[config.mk]
export PLATFORM = sky130hd
export DESIGN_NAME = sdram_burst_wr
export DESIGN_NICKNAME = d
export VERILOG_FILES = /design/src/rtl/sdram_burst_wr.sv
export SDC_FILE = /design/constraint.sdc
export NUM_CORES = 1
export LEC_CHECK = 0
export ABC_AREA = 1
export CAP_MARGIN = 20
export CORE_MARGIN = 5
export CORE_UTILIZATION = 56
export DETAILED_ROUTE_END_ITERATION = 8
export PLACE_DENSITY = 0.9
export SETUP_SLACK_MARGIN = 0.02
export SYNTH_ARGS = -nofsm -noshare
export SYNTH_HDL_FRONTEND = slang
export SYNTH_SLANG_ARGS = --single-unit
[constraint.sdc]
create_clock -name sclk -period 4.4 [get_ports sclk]
set_input_delay 0.44 -clock sclk [delete_from_list [all_inputs] [get_ports sclk]]
set_output_delay 0.44 -clock sclk [all_outputs]
set_load 0.01 [all_outputs]
[src/rtl/sdram_burst_wr.sv]
// SDRAM burst write engine: ACT/WRITE/PRECHARGE sequencing with row crossing,
// refresh break/resume at the next column, and FIFO-starvation gaps.
module sdram_burst_wr #(
    parameter int DATA_W    = 16,
    parameter int ROW_W     = 12,
    parameter int COL_W     = 9,
    parameter int BANK_W    = 2,
    parameter int BURST_LEN = 4,
    parameter int T_RCD     = 2,
    parameter int T_WR      = 2,
    parameter int T_RP      = 2,
    parameter int LEN_W     = 16
) (
    input  logic              sclk,
    input  logic              s_rst,
    input  logic              wr_trig,
    input  logic [BANK_W-1:0] start_bank,
    input  logic [ROW_W-1:0]  start_row,
    input  logic [COL_W-1:0]  start_col,
    input  logic [LEN_W-1:0]  num_bursts,
    output logic              wr_req,
    input  logic              wr_en,
    input  logic              ref_req,
    input  logic              din_avail,
    input  logic [DATA_W-1:0] din_data,
    output logic              din_rd,
    output logic [3:0]        wr_cmd,
    output logic [ROW_W-1:0]  wr_addr,
    output logic [BANK_W-1:0] bank_addr,
    output logic [DATA_W-1:0] wr_data,
    output logic              flag_wr_end,
    output logic              done,
    output logic              busy
);

    localparam logic [2:0] IDLE = 3'd0;
    localparam logic [2:0] REQ  = 3'd1;
    localparam logic [2:0] ACT  = 3'd2;
    localparam logic [2:0] WR   = 3'd3;
    localparam logic [2:0] PRE  = 3'd4;

    localparam logic [3:0] CMD_NOP = 4'b0111;
    localparam logic [3:0] CMD_ACT = 4'b0011;
    localparam logic [3:0] CMD_WR  = 4'b0100;
    localparam logic [3:0] CMD_PRE = 4'b0010;

    localparam logic [1:0] C_FIN = 2'd0;
    localparam logic [1:0] C_BRK = 2'd1;
    localparam logic [1:0] C_ROW = 2'd2;

    localparam int CNT_W  = $clog2(T_RCD + T_WR + T_RP + 1);
    localparam int BEAT_W = (BURST_LEN > 1) ? $clog2(BURST_LEN) : 1;

    // Burst-aligned column mask; also the last burst-start column of a row.
    localparam logic [COL_W-1:0] COL_MASK = ~COL_W'(BURST_LEN - 1);
    localparam logic [ROW_W-1:0] A10      = ROW_W'(1) << 10;

    logic [2:0]        state;
    logic [CNT_W-1:0]  tcnt;
    logic [BEAT_W-1:0] beat;
    logic [LEN_W-1:0]  rem;
    logic [BANK_W-1:0] bank;
    logic [ROW_W-1:0]  row;
    logic [COL_W-1:0]  col;
    logic              row_chg;
    logic [1:0]        cause;

    logic boundary;
    logic go_fin;
    logic go_brk;
    logic go_row;
    logic go_wr;
    logic pre_now;
    logic pre_exit;

    // Burst boundary: last T_RCD cycle of ACT, or WR with no beats left.
    always_comb begin
        boundary = (state == ACT && tcnt == CNT_W'(T_RCD - 1))
                || (state == WR && beat == '0);
        go_fin   = boundary && rem == '0;
        go_brk   = boundary && !go_fin && ref_req;
        go_row   = boundary && !go_fin && !go_brk && row_chg;
        go_wr    = boundary && !go_fin && !go_brk && !go_row && din_avail;
        pre_now  = state == PRE && tcnt == CNT_W'(T_WR - 1);
        pre_exit = state == PRE && tcnt == CNT_W'(T_WR + T_RP - 1);
    end

    assign din_rd = go_wr || (state == WR && beat != '0);

    always_ff @(posedge sclk or posedge s_rst) begin
        if (s_rst) begin
            state       <= IDLE;
            tcnt        <= '0;
            beat        <= '0;
            rem         <= '0;
            bank        <= '0;
            row         <= '0;
            col         <= '0;
            row_chg     <= 1'b0;
            cause       <= C_FIN;
            wr_req      <= 1'b0;
            wr_cmd      <= CMD_NOP;
            wr_addr     <= '0;
            bank_addr   <= '0;
            wr_data     <= '0;
            flag_wr_end <= 1'b0;
            done        <= 1'b0;
            busy        <= 1'b0;
        end else begin
            flag_wr_end <= 1'b0;
            done        <= 1'b0;
            wr_cmd      <= CMD_NOP;
            wr_req      <= (state == REQ) && !(wr_req && wr_en);
            if (din_rd) wr_data <= din_data;

            unique case (state)
                IDLE: begin
                    if (wr_trig) begin
                        bank    <= start_bank;
                        row     <= start_row;
                        col     <= start_col & COL_MASK;
                        rem     <= num_bursts;
                        row_chg <= 1'b0;
                        if (num_bursts == '0) begin
                            done <= 1'b1;
                        end else begin
                            state <= REQ;
                            busy  <= 1'b1;
                        end
                    end
                end
                REQ: begin
                    if (wr_req && wr_en) begin
                        state     <= ACT;
                        tcnt      <= '0;
                        wr_cmd    <= CMD_ACT;
                        wr_addr   <= row;
                        bank_addr <= bank;
                        row_chg   <= 1'b0;
                    end
                end
                ACT: begin
                    tcnt <= tcnt + CNT_W'(1);
                    if (boundary) state <= WR;
                end
                WR: begin
                    if (beat != '0) beat <= beat - BEAT_W'(1);
                end
                PRE: begin
                    tcnt <= tcnt + CNT_W'(1);
                    if (pre_now) begin
                        wr_cmd  <= CMD_PRE;
                        wr_addr <= A10;
                    end
                    if (pre_exit) begin
                        unique case (cause)
                            C_ROW: begin
                                state     <= ACT;
                                tcnt      <= '0;
                                wr_cmd    <= CMD_ACT;
                                wr_addr   <= row;
                                bank_addr <= bank;
                                row_chg   <= 1'b0;
                            end
                            C_BRK: begin
                                state       <= REQ;
                                flag_wr_end <= 1'b1;
                            end
                            default: begin
                                state       <= IDLE;
                                flag_wr_end <= 1'b1;
                                done        <= 1'b1;
                                busy        <= 1'b0;
                            end
                        endcase
                    end
                end
                default: state <= IDLE;
            endcase

            // Row is advanced as soon as its last burst starts; the open row
            // is closed with an all-bank precharge so only the next ACT uses it.
            if (go_wr) begin
                wr_cmd    <= CMD_WR;
                wr_addr   <= ROW_W'(col);
                bank_addr <= bank;
                beat      <= BEAT_W'(BURST_LEN - 1);
                rem       <= rem - LEN_W'(1);
                col       <= col + COL_W'(BURST_LEN);
                if (col == COL_MASK) begin
                    row_chg <= 1'b1;
                    row     <= row + ROW_W'(1);
                end
            end

            if (go_fin || go_brk || go_row) begin
                state <= PRE;
                tcnt  <= '0;
                cause <= go_fin ? C_FIN : (go_brk ? C_BRK : C_ROW);
            end
        end
    end

endmodule

==> run summary, run 1 <==
status -> finished clean
Yosys top cell area share -> 0.4148
initial antenna violation count -> 0
fill cell count -> 680
Distinct cells, synth -> 30
Leak Pwr -> 3.050 nW
port bufs -> 96
clk sinks -> 85
commonest non-fill, non-tap cell in the layout -> nand2_1
cts bufs inserted -> 9
drt pass-1 iters -> 5
Startpoint Class -> flip-flop
RSZ-0062 raised after global routing -> false
Tmin final -> 3.165 ns
Mapped Area -> 4947 sq um
Worst Max-Slew Pin Slew -> 0.8399 ns
root buffer cell -> clkbuf_8
Die Ht -> 104.0 um
io pins -> 100
insertion delay to the later sink of the worst-skew pair -> 0.36 ns
DR DRC count -> 0
syn avg cell area -> 7.170 sq um
Synth Area in Compound Gates -> 0.04021
Resized cells post-CTS -> 0
Arr. time, crit path -> 2.73 ns
FF/Latch Area -> 2131 sq um
CP max FO -> 20
most frequent cells in the layout -> 277 x nand2_1, 96 x clkdlybuf4s50_1, 94 x nand3_1
final std cells w/o fill -> 890
FMAX -> 0.3159 GHz
CTS H-Tree Depth -> 3
Net Count, Synth -> 762
WL/cell -> 14.49 um
cts hold-fix bufs -> 0
multi-input logic area -> 2455 sq um
Die W -> 104.0 um
Worst VDD drop -> 0.3176 mV
reg2reg start -> tcnt[1]$_DFFE_PP0P_
Detail Route Antenna Nets -> 0
layout cells sized above 1 -> 0.04987
Initial Util -> 0.5701
Final TNS setup -> 0 ns
Yosys Warn Count -> 0
Synth Area in Adders -> 0.02782
via count -> 4,784
postcts setup bufs -> 0
MaxCap Viol Count -> 0
Longest Clk Path Bufs -> 2
n_diodes -> 0
post-DR vias/cell -> 5.375
Routed WL -> 12,900 um
main combinational cell family by area after synthesis -> simple AND/OR/NAND/NOR gates
xor/xnor share of the synthesized area -> 0.04426
nets@finish -> 850
hpwl dp -> 9257 um
total track usage -> 0.2456
critical setup path kind -> flip-flop to primary output
Final Hold Viols -> 0
Syn Inst Count -> 690
hold crit path type -> primary input to asynchronous set/reset pin
first-pass GRT wire length -> 22,300 um
GRT overflow -> 0
final hold slack -> 0.3704 ns
power density cells -> 655.7 nW/um^2
post-synthesis sequential area ratio -> 0.4307
1st-iter DRT viols -> 304
Post-Synth Simple-Gate Area -> 0.3819
Layout area overhead -> 24.20%
final worst setup slack -> 1.235 ns
clock skew -> 0.01409 ns
Worst-path clk slew -> 0.09 ns
pre-CTS setup slack -> 1.644 ns
Placeable Area -> 8678 sq um
Yosys top cell by area -> dfrtp_1
mux cell area share after synthesis -> 0
Placed Instances -> 874
row count -> 34
Slew headroom -> 0.4384
worst setup path startpoint -> state[2]$_DFFE_PP0P_
number of global-route vias before repair -> 4,797
fin crit share -> 0.7194
Yosys reg bits -> 85
largest net degree at the start of global routing -> 73
Max Slew Vio Count -> 0
DIE AREA -> 10,810 sq um
Synth area leaders -> dfrtp_1 41%, nand2_1 21%, nand3_1 9.5%
CTS tree -> yes
global placement routability congestion -> 0.9521
count of final setup violators -> 0
Crit. End Element -> primary output
Required @ worst endpoint -> 3.96 ns
==> per-layer routing <==
metal / part of all wire / vias to the layer above / global-route usage
met1: 0.42 / 2254 / 0.3093
li1: - / 2332 / -
met4: 0.029 / 0 / 0.09343
met2: 0.50 / 163 / 0.4185
met5: 0 / - / 0
met3: 0.053 / 35 / 0.04593
==> worst paths after layout <==
kind | to | slack [ns] | depth (start not counted)
max | din_rd | 1.23 | 4
min | wr_addr[11]$_DFFE_PP0P_ | 0.37 | 2
max reg2reg | row[6]$_DFF_PP0_ | 2.11 | 11
min reg2reg | bank_addr[0]$_DFFE_PP0P_ | 0.48 | 2
max in group asynchronous | wr_cmd[0]$_DFF_PP1_ | 3.06 | 4
min in group sclk | bank_addr[0]$_DFFE_PP0P_ | 0.48 | 2
==> sequential cells by signal (all words and copies together), names as in the netlist <==
name         flops
wr_cmd           3
wr_req           1
row             12
col              7
tcnt             3
wr_addr         12
bank             2
wr_data         16
busy             1
rem             16
bank_addr        2
done             1
state            3
beat             2
flag_wr_end      1
cause            2
row_chg          1
==> cell type report <==
type,instances,area share
Timing Repair Buffer,102,0.1658
Tap cell,108,0.02199
Clock inverter,4,0.007941
Multi-Input combinational cell,523,0.3995
Inverter,57,0.03502
Sequential cell,85,0.3468
Clock buffer,11,0.02301
==> kinds of logic after synthesis <==
family / count (synthesis)
flops: 85
simple gates: 450
fa+ha+maj: 11
compound gates: 36
other cells: 1
buf+inv: 82
xor+xnor: 25
==> critical path, stage by stage (launching register included) <==
cell	delay (ns)
dfrtp_1	0.47
nor2_2	0.23
nand3b_1	0.61
nand2_4	0.45
clkdlybuf4s50_1	0.61
==> per-stage QoR <==
| step | instance area, sq um | utilization | power (mW) |
|---|---|---|---|
| 3_5_place_dp | 5934 | 0.6838 | 3.451 |
| 5_1_grt | 6145 | 0.7080 | 4.376 |
| 2_1_floorplan | 4947 | - | 2.759 |
| 6_report | 6145 | 0.7080 | 4.029 |
| 3_3_place_gp | 5934 | 0.6838 | 3.343 |
| 4_1_cts | 6125 | 0.7057 | 4.027 |
==> synthesized netlist by cell type <==
master / n
nand2_2: 3
dfstp_2: 3
conb_1: 1
o21bai_1: 1
buf_6: 3
nor3_1: 4
nand2_1: 277
a21oi_1: 7
o21ai_0: 25
nor3_2: 1
nand3_1: 94
xnor2_1: 5
buf_2: 12
nand4_1: 3
nand3b_1: 2
nor2_1: 58
and2_1: 1
xor2_1: 20
dfrtp_1: 82
buf_4: 6
clkbuf_1: 4
a21oi_4: 1
nand3_2: 1
nand2_4: 2
o211ai_1: 2
inv_1: 54
inv_2: 3
ha_1: 11
nor2_2: 1
nor2_4: 3
==> power breakdown <==
part	internal (mW)	switching [mW]
Sequential	1.14	0.317
Combinational	0.847	1.16
Clock	0.275	0.285
Total	2.26	1.77
(Power assumes the default switching activity.)
==> run 2: changes to the inputs <==
CORE_UTILIZATION = 52   (was 56)
PLACE_DENSITY = 0.85   (was 0.9)
clock period = 3.3 ns   (was 4.4 ns; I/O delays follow)
==> run summary, run 2 (synthesis results as in run 1) <==
Routed WL -> 12,760 um (-1.1%)
Final TNS setup -> 0 ns (unchanged)
Die Ht -> 107.5 um (+3.4%)
Worst VDD drop -> 0.4602 mV (+45%)
global placement routability congestion -> 0.9256 (-2.8%)
CP endpoint -> din_rd
hold crit path type -> primary input to asynchronous set/reset pin
Detail Route Antenna Nets -> 0 (unchanged)
clock skew -> 0.01347 ns (-0.0006136 ns)
postcts setup bufs -> 0 (unchanged)
worst setup path startpoint -> tcnt[1]$_DFFE_PP0P_
critical setup path kind -> flip-flop to primary output
largest registers -> rem (16), wr_data (16)
Longest Clk Path Bufs -> 2 (unchanged)
CP max FO -> 17 (-15%)
layout cells sized above 1 -> 0.05102 (+0.001148)
row count -> 35 (+2.9%)
Max Slew Vio Count -> 0 (unchanged)
Die W -> 107.5 um (+3.4%)
reg2reg start -> tcnt[1]$_DFFE_PP0P_
power density cells -> 857.3 nW/um^2 (+31%)
1st-iter DRT viols -> 329 (+8.2%)
via count -> 4,771 (-0.27%)
Worst-path clk slew -> 0.09 ns (about the same)
Required @ worst endpoint -> 2.97 ns (-0.99 ns)
DIE AREA -> 11,560 sq um (+6.9%)
Final Instance Area -> 6137 sq um (-0.12%)
total track usage -> 0.2268 (-0.01885)
port bufs -> 96 (unchanged)
commonest non-fill, non-tap cell in the layout -> nand2_1
Post-Place Cell Area -> 5976 sq um (+0.70%)
pre-CTS setup slack -> 0.9306 ns (-0.7132 ns)
R2R depth -> 11 (unchanged)
nets@finish -> 851 (+0.12%)
Layout area overhead -> 24.05%
Placed Instances -> 897 (+2.6%)
MaxCap Viol Count -> 0 (unchanged)
clk sinks -> 85 (unchanged)
Resized cells post-CTS -> 0 (unchanged)
drt pass-1 iters -> 5 (unchanged)
CTS H-Tree Depth -> 3 (unchanged)
final std cells w/o fill -> 913 (+2.6%)
Final Hold Viols -> 0 (unchanged)
io pins -> 100 (unchanged)
flop-to-flop setup slack -> 0.97 ns (-1.14 ns)
WL/cell -> 13.98 um (-3.5%)
n_diodes -> 0 (unchanged)
initial antenna violation count -> 0 (unchanged)
most frequent cells in the layout -> 277 x nand2_1, 96 x clkdlybuf4s50_1, 94 x nand3_1
cts hold-fix bufs -> 0 (unchanged)
root buffer cell -> clkbuf_8
count of final setup violators -> 0 (unchanged)
Crit. End Element -> primary output
Initial Util -> 0.5354 (-0.03466)
largest net degree at the start of global routing -> 73 (unchanged)
hpwl dp -> 9420 um (+1.8%)
Startpoint Class -> flip-flop
post-DR vias/cell -> 5.226 (-2.8%)
RSZ-0062 raised after global routing -> false
DR DRC count -> 0 (unchanged)
fin crit share -> 0.8495
final worst setup slack -> 0.4966 ns (-0.7380 ns)
Leak Pwr -> 3.030 nW (-0.67%)
CTS tree -> yes
cts bufs inserted -> 9 (unchanged)
status -> finished clean
fill cell count -> 797 (+17%)
fin util -> 0.6642 (-0.04386)
insertion delay to the later sink of the worst-skew pair -> 0.36 ns (about the same)
number of global-route vias before repair -> 4,579 (-4.5%)
Placeable Area -> 9240 sq um (+6.5%)
Arr. time, crit path -> 2.47 ns (-0.26 ns)
first-pass GRT wire length -> 21,190 um (-5.0%)
Slew headroom -> 0.4781 (+0.03971)
Worst Max-Slew Pin Slew -> 0.7747 ns (-0.06522 ns)
FMAX -> 0.3567 GHz
GRT overflow -> 0 (unchanged)
Tmin final -> 2.803 ns
r2r endpoint -> row[2]$_DFF_PP0_
==> run 2: layout make-up <==
type,count,area [sq um],share of cell area
Clock inverter,5,30.03,0.004893
Sequential cell,85,2131,0.3472
Clock buffer,11,131.4,0.02141
Multi-Input combinational cell,523,2455,0.4000
Inverter,57,215.2,0.03507
Tap cell,129,161.4,0.02630
Timing Repair Buffer,103,1013,0.1651
==> run 2: power breakdown <==
| group | leakage, nW | total, mW | internal [mW] | switching, mW |
|---|---|---|---|---|
| sequential | 1.05 | 1.94 | 1.52 | 0.421 |
| combinational | 1.90 | 2.67 | 1.13 | 1.54 |
| clock | 0.0791 | 0.646 | 0.270 | 0.376 |
| total | 3.03 | 5.26 | 2.93 | 2.33 |
==> run 2: how the worst min path moves through the flow <==
stage / start / end / slack (ns)
finish: s_rst / wr_data[8]$_DFFE_PP0P_ / 0.25
global route: s_rst / wr_data[8]$_DFFE_PP0P_ / 0.28
CTS: s_rst / wr_data[0]$_DFFE_PP0P_ / 0.25
detailed placement: bank[1]$_DFFE_PP0P_ / bank_addr[1]$_DFFE_PP0P_ / 0.46
global placement: bank[0]$_DFFE_PP0P_ / bank_addr[0]$_DFFE_PP0P_ / 0.45
floorplan: start_bank[0] / bank[0]$_DFFE_PP0P_ / 0.44
==> run 2: critical path, cell delays in order (launching register included) <==
cell and delay (ns):
dfrtp_1 0.39, inv_1 0.08, ha_1 0.18, inv_1 0.06, nor2_1 0.13, nand3_1 0.10, nand2_1 0.14, nand4_1 0.21
nand2_4 0.24, clkdlybuf4s50_1 0.58
==> run 2: per-stage QoR <==
| stage | total power [mW] | hold WS (ns) |
|---|---|---|
| floorplan | 3.679 | 0.4396 |
| global placement | 4.468 | 0.4536 |
| detailed placement | 4.618 | 0.4553 |
| CTS | 5.272 | 0.2538 |
| global route | 5.733 | 0.2783 |
| finish | 5.261 | 0.2522 |
==> run 2: routing by layer <==
| layer | up-vias | global-route usage | part of all wire | routed length [um] |
|---|---|---|---|---|
| li1 | 2334 | - | - | - |
| met1 | 2280 | 0.2941 | 0.42 | 5385 |
| met2 | 135 | 0.3819 | 0.51 | 6456 |
| met3 | 22 | 0.04379 | 0.052 | 663 |
| met4 | 0 | 0.07304 | 0.020 | 256 |
| met5 | - | 0 | 0 | 0 |
==> run 3: changes to the inputs <==
CORE_UTILIZATION = 47   (was 52)
PLACE_DENSITY = 0.81   (was 0.85)
clock period = 2.4 ns   (was 3.3 ns; I/O delays follow)
==> run summary, run 3 (synthesis results as in run 1) <==
drt pass-1 iters -> 5 (unchanged)
clock skew -> 0.009373 ns (-0.004100 ns)
total track usage -> 0.2003 (-0.02646)
port bufs -> 96 (unchanged)
Crit. End Element -> primary output
Layout area overhead -> 26.45%
hold crit path type -> primary input to asynchronous set/reset pin
Startpoint Class -> flip-flop
Tmin final -> 2.179 ns
CP max FO -> 4 (-13)
post-DR vias/cell -> 5.009 (-4.2%)
final hold slack -> 0.3089 ns (+0.05672 ns)
Die Ht -> 112.6 um (+4.7%)
WL/cell -> 13.38 um (-4.3%)
Die W -> 112.6 um (+4.7%)
MaxCap Viol Count -> 0 (unchanged)
insertion delay to the later sink of the worst-skew pair -> 0.36 ns (about the same)
Detail Route Antenna Nets -> 0 (unchanged)
reg2reg start -> tcnt[1]$_DFFE_PP0P_
status -> finished clean
Leak Pwr -> 3.079 nW (+1.6%)
Routed WL -> 12,360 um (-3.1%)
Worst-path clk slew -> 0.09 ns (about the same)
Final TNS setup -> 0 ns (unchanged)
number of global-route vias before repair -> 4,476 (-2.2%)
commonest non-fill, non-tap cell in the layout -> nand2_1
FMAX -> 0.4588 GHz
global placement routability congestion -> 0.9176 (-0.86%)
critical setup path kind -> flip-flop to primary output
count of final setup violators -> 0 (unchanged)
DIE AREA -> 12,680 sq um (+9.6%)
clk sinks -> 85 (unchanged)
layout cells sized above 1 -> 0.05964 (+0.008624)
Worst VDD drop -> 0.6236 mV (+36%)
fin crit share -> 0.9081
flop-to-flop setup slack -> 0.31 ns (-0.66 ns)
GRT overflow -> 0 (unchanged)
CTS tree -> yes
root buffer cell -> clkbuf_8
Longest Clk Path Bufs -> 2 (unchanged)
power density cells -> 1183 nW/um^2 (+38%)
Arr. time, crit path -> 1.94 ns (-0.53 ns)
final std cells w/o fill -> 924 (+1.2%)
Initial Util -> 0.4814 (-0.05404)
io pins -> 100 (unchanged)
Final Hold Viols -> 0 (unchanged)
initial antenna violation count -> 0 (unchanged)
Required @ worst endpoint -> 2.16 ns (-0.81 ns)
Placeable Area -> 10,280 sq um (+11%)
row count -> 37 (+5.7%)
n_diodes -> 0 (unchanged)
Max Slew Vio Count -> 0 (unchanged)
R2R depth -> 12 (+1)
largest net degree at the start of global routing -> 86 (+18%)
first-pass GRT wire length -> 21,010 um (-0.84%)
DR DRC count -> 0 (unchanged)
largest registers -> rem (16), wr_data (16)
most frequent cells in the layout -> 276 x nand2_1, 95 x clkdlybuf4s50_1, 94 x nand3_1
RSZ-0062 raised after global routing -> false
Placed Instances -> 907 (+1.1%)
CTS H-Tree Depth -> 3 (unchanged)
1st-iter DRT viols -> 370 (+12%)
hpwl dp -> 8930 um (-5.2%)
cts bufs inserted -> 9 (unchanged)
r2r endpoint -> row[2]$_DFF_PP0_
nets@finish -> 855 (+0.47%)
via count -> 4,628 (-3.0%)
run 3: area by class of cell:
type | instances | area (sq um)
multi-input combinational | 523 | 2457
clock buffer | 9 | 123.9
sequential | 85 | 2131
fill | 960 | 4021
timing repair buffer | 107 | 1080
clock inverter | 7 | 76.32
inverter | 57 | 217.7
tap | 136 | 170.2
run 3: repair_timing:
item / 4_1_cts / 5_1_grt
endpoints found under the hold margin: 0 / 0
pin swaps: 1 / 0
setup buffers: 1 / 0
setup endpoints to repair: 1 / 1
hold buffers: 0 / 0
gates resized for setup: 1 / 1
gates cloned: 0 / 0
run 3: report_power, final:
part           leakage [nW]  total [mW]  switching, mW  internal [mW]
clock                0.0954        1.05          0.562          0.484
sequential             1.05        2.67          0.570           2.09
combinational          1.94        3.69           2.09           1.60
total                  3.08        7.40           3.22           4.18
run 3: stage by stage:
stage	util	power (mW)	worst slack, ns	instance area, sq um
2_1_floorplan	-	5.059	0.7743	4951
3_3_place_gp	0.5884	6.229	0.2687	6047
3_5_place_dp	0.5884	6.372	0.2311	6047
4_1_cts	0.6085	7.444	0.1814	6254
5_1_grt	0.6087	8.079	0.02711	6256
6_report	0.6087	7.398	0.2206	6256
run 3: how the worst max path moves through the flow:
stage,depth (start not counted),slack (ns),endpoint,startpoint
2_1_floorplan,10,0.77,din_rd,tcnt[1]$_DFFE_PP0P_
3_3_place_gp,9,0.27,din_rd,tcnt[1]$_DFFE_PP0P_
3_5_place_dp,9,0.23,din_rd,tcnt[1]$_DFFE_PP0P_
4_1_cts,9,0.18,din_rd,tcnt[1]$_DFFE_PP0P_
5_1_grt,9,0.03,din_rd,tcnt[1]$_DFFE_PP0P_
6_report,9,0.22,din_rd,tcnt[1]$_DFFE_PP0P_
run 3: critical path, stage by stage, from the launching register on:
cell and delay, ns:
dfrtp_1 0.39, inv_1 0.08, ha_1 0.18, inv_1 0.05, nor2_1 0.12, nand3_1 0.10
nand2_2 0.11, nand4_1 0.16, nand2_4 0.11, dlygate4sd2_1 0.28
run 3: routing by layer:
metal	global-route usage	vias up	part of all wire
li1	-	2350	-
met1	0.2646	2156	0.46
met2	0.3349	108	0.49
met3	0.04043	14	0.043
met4	0.05529	0	0.012
met5	0	-	0
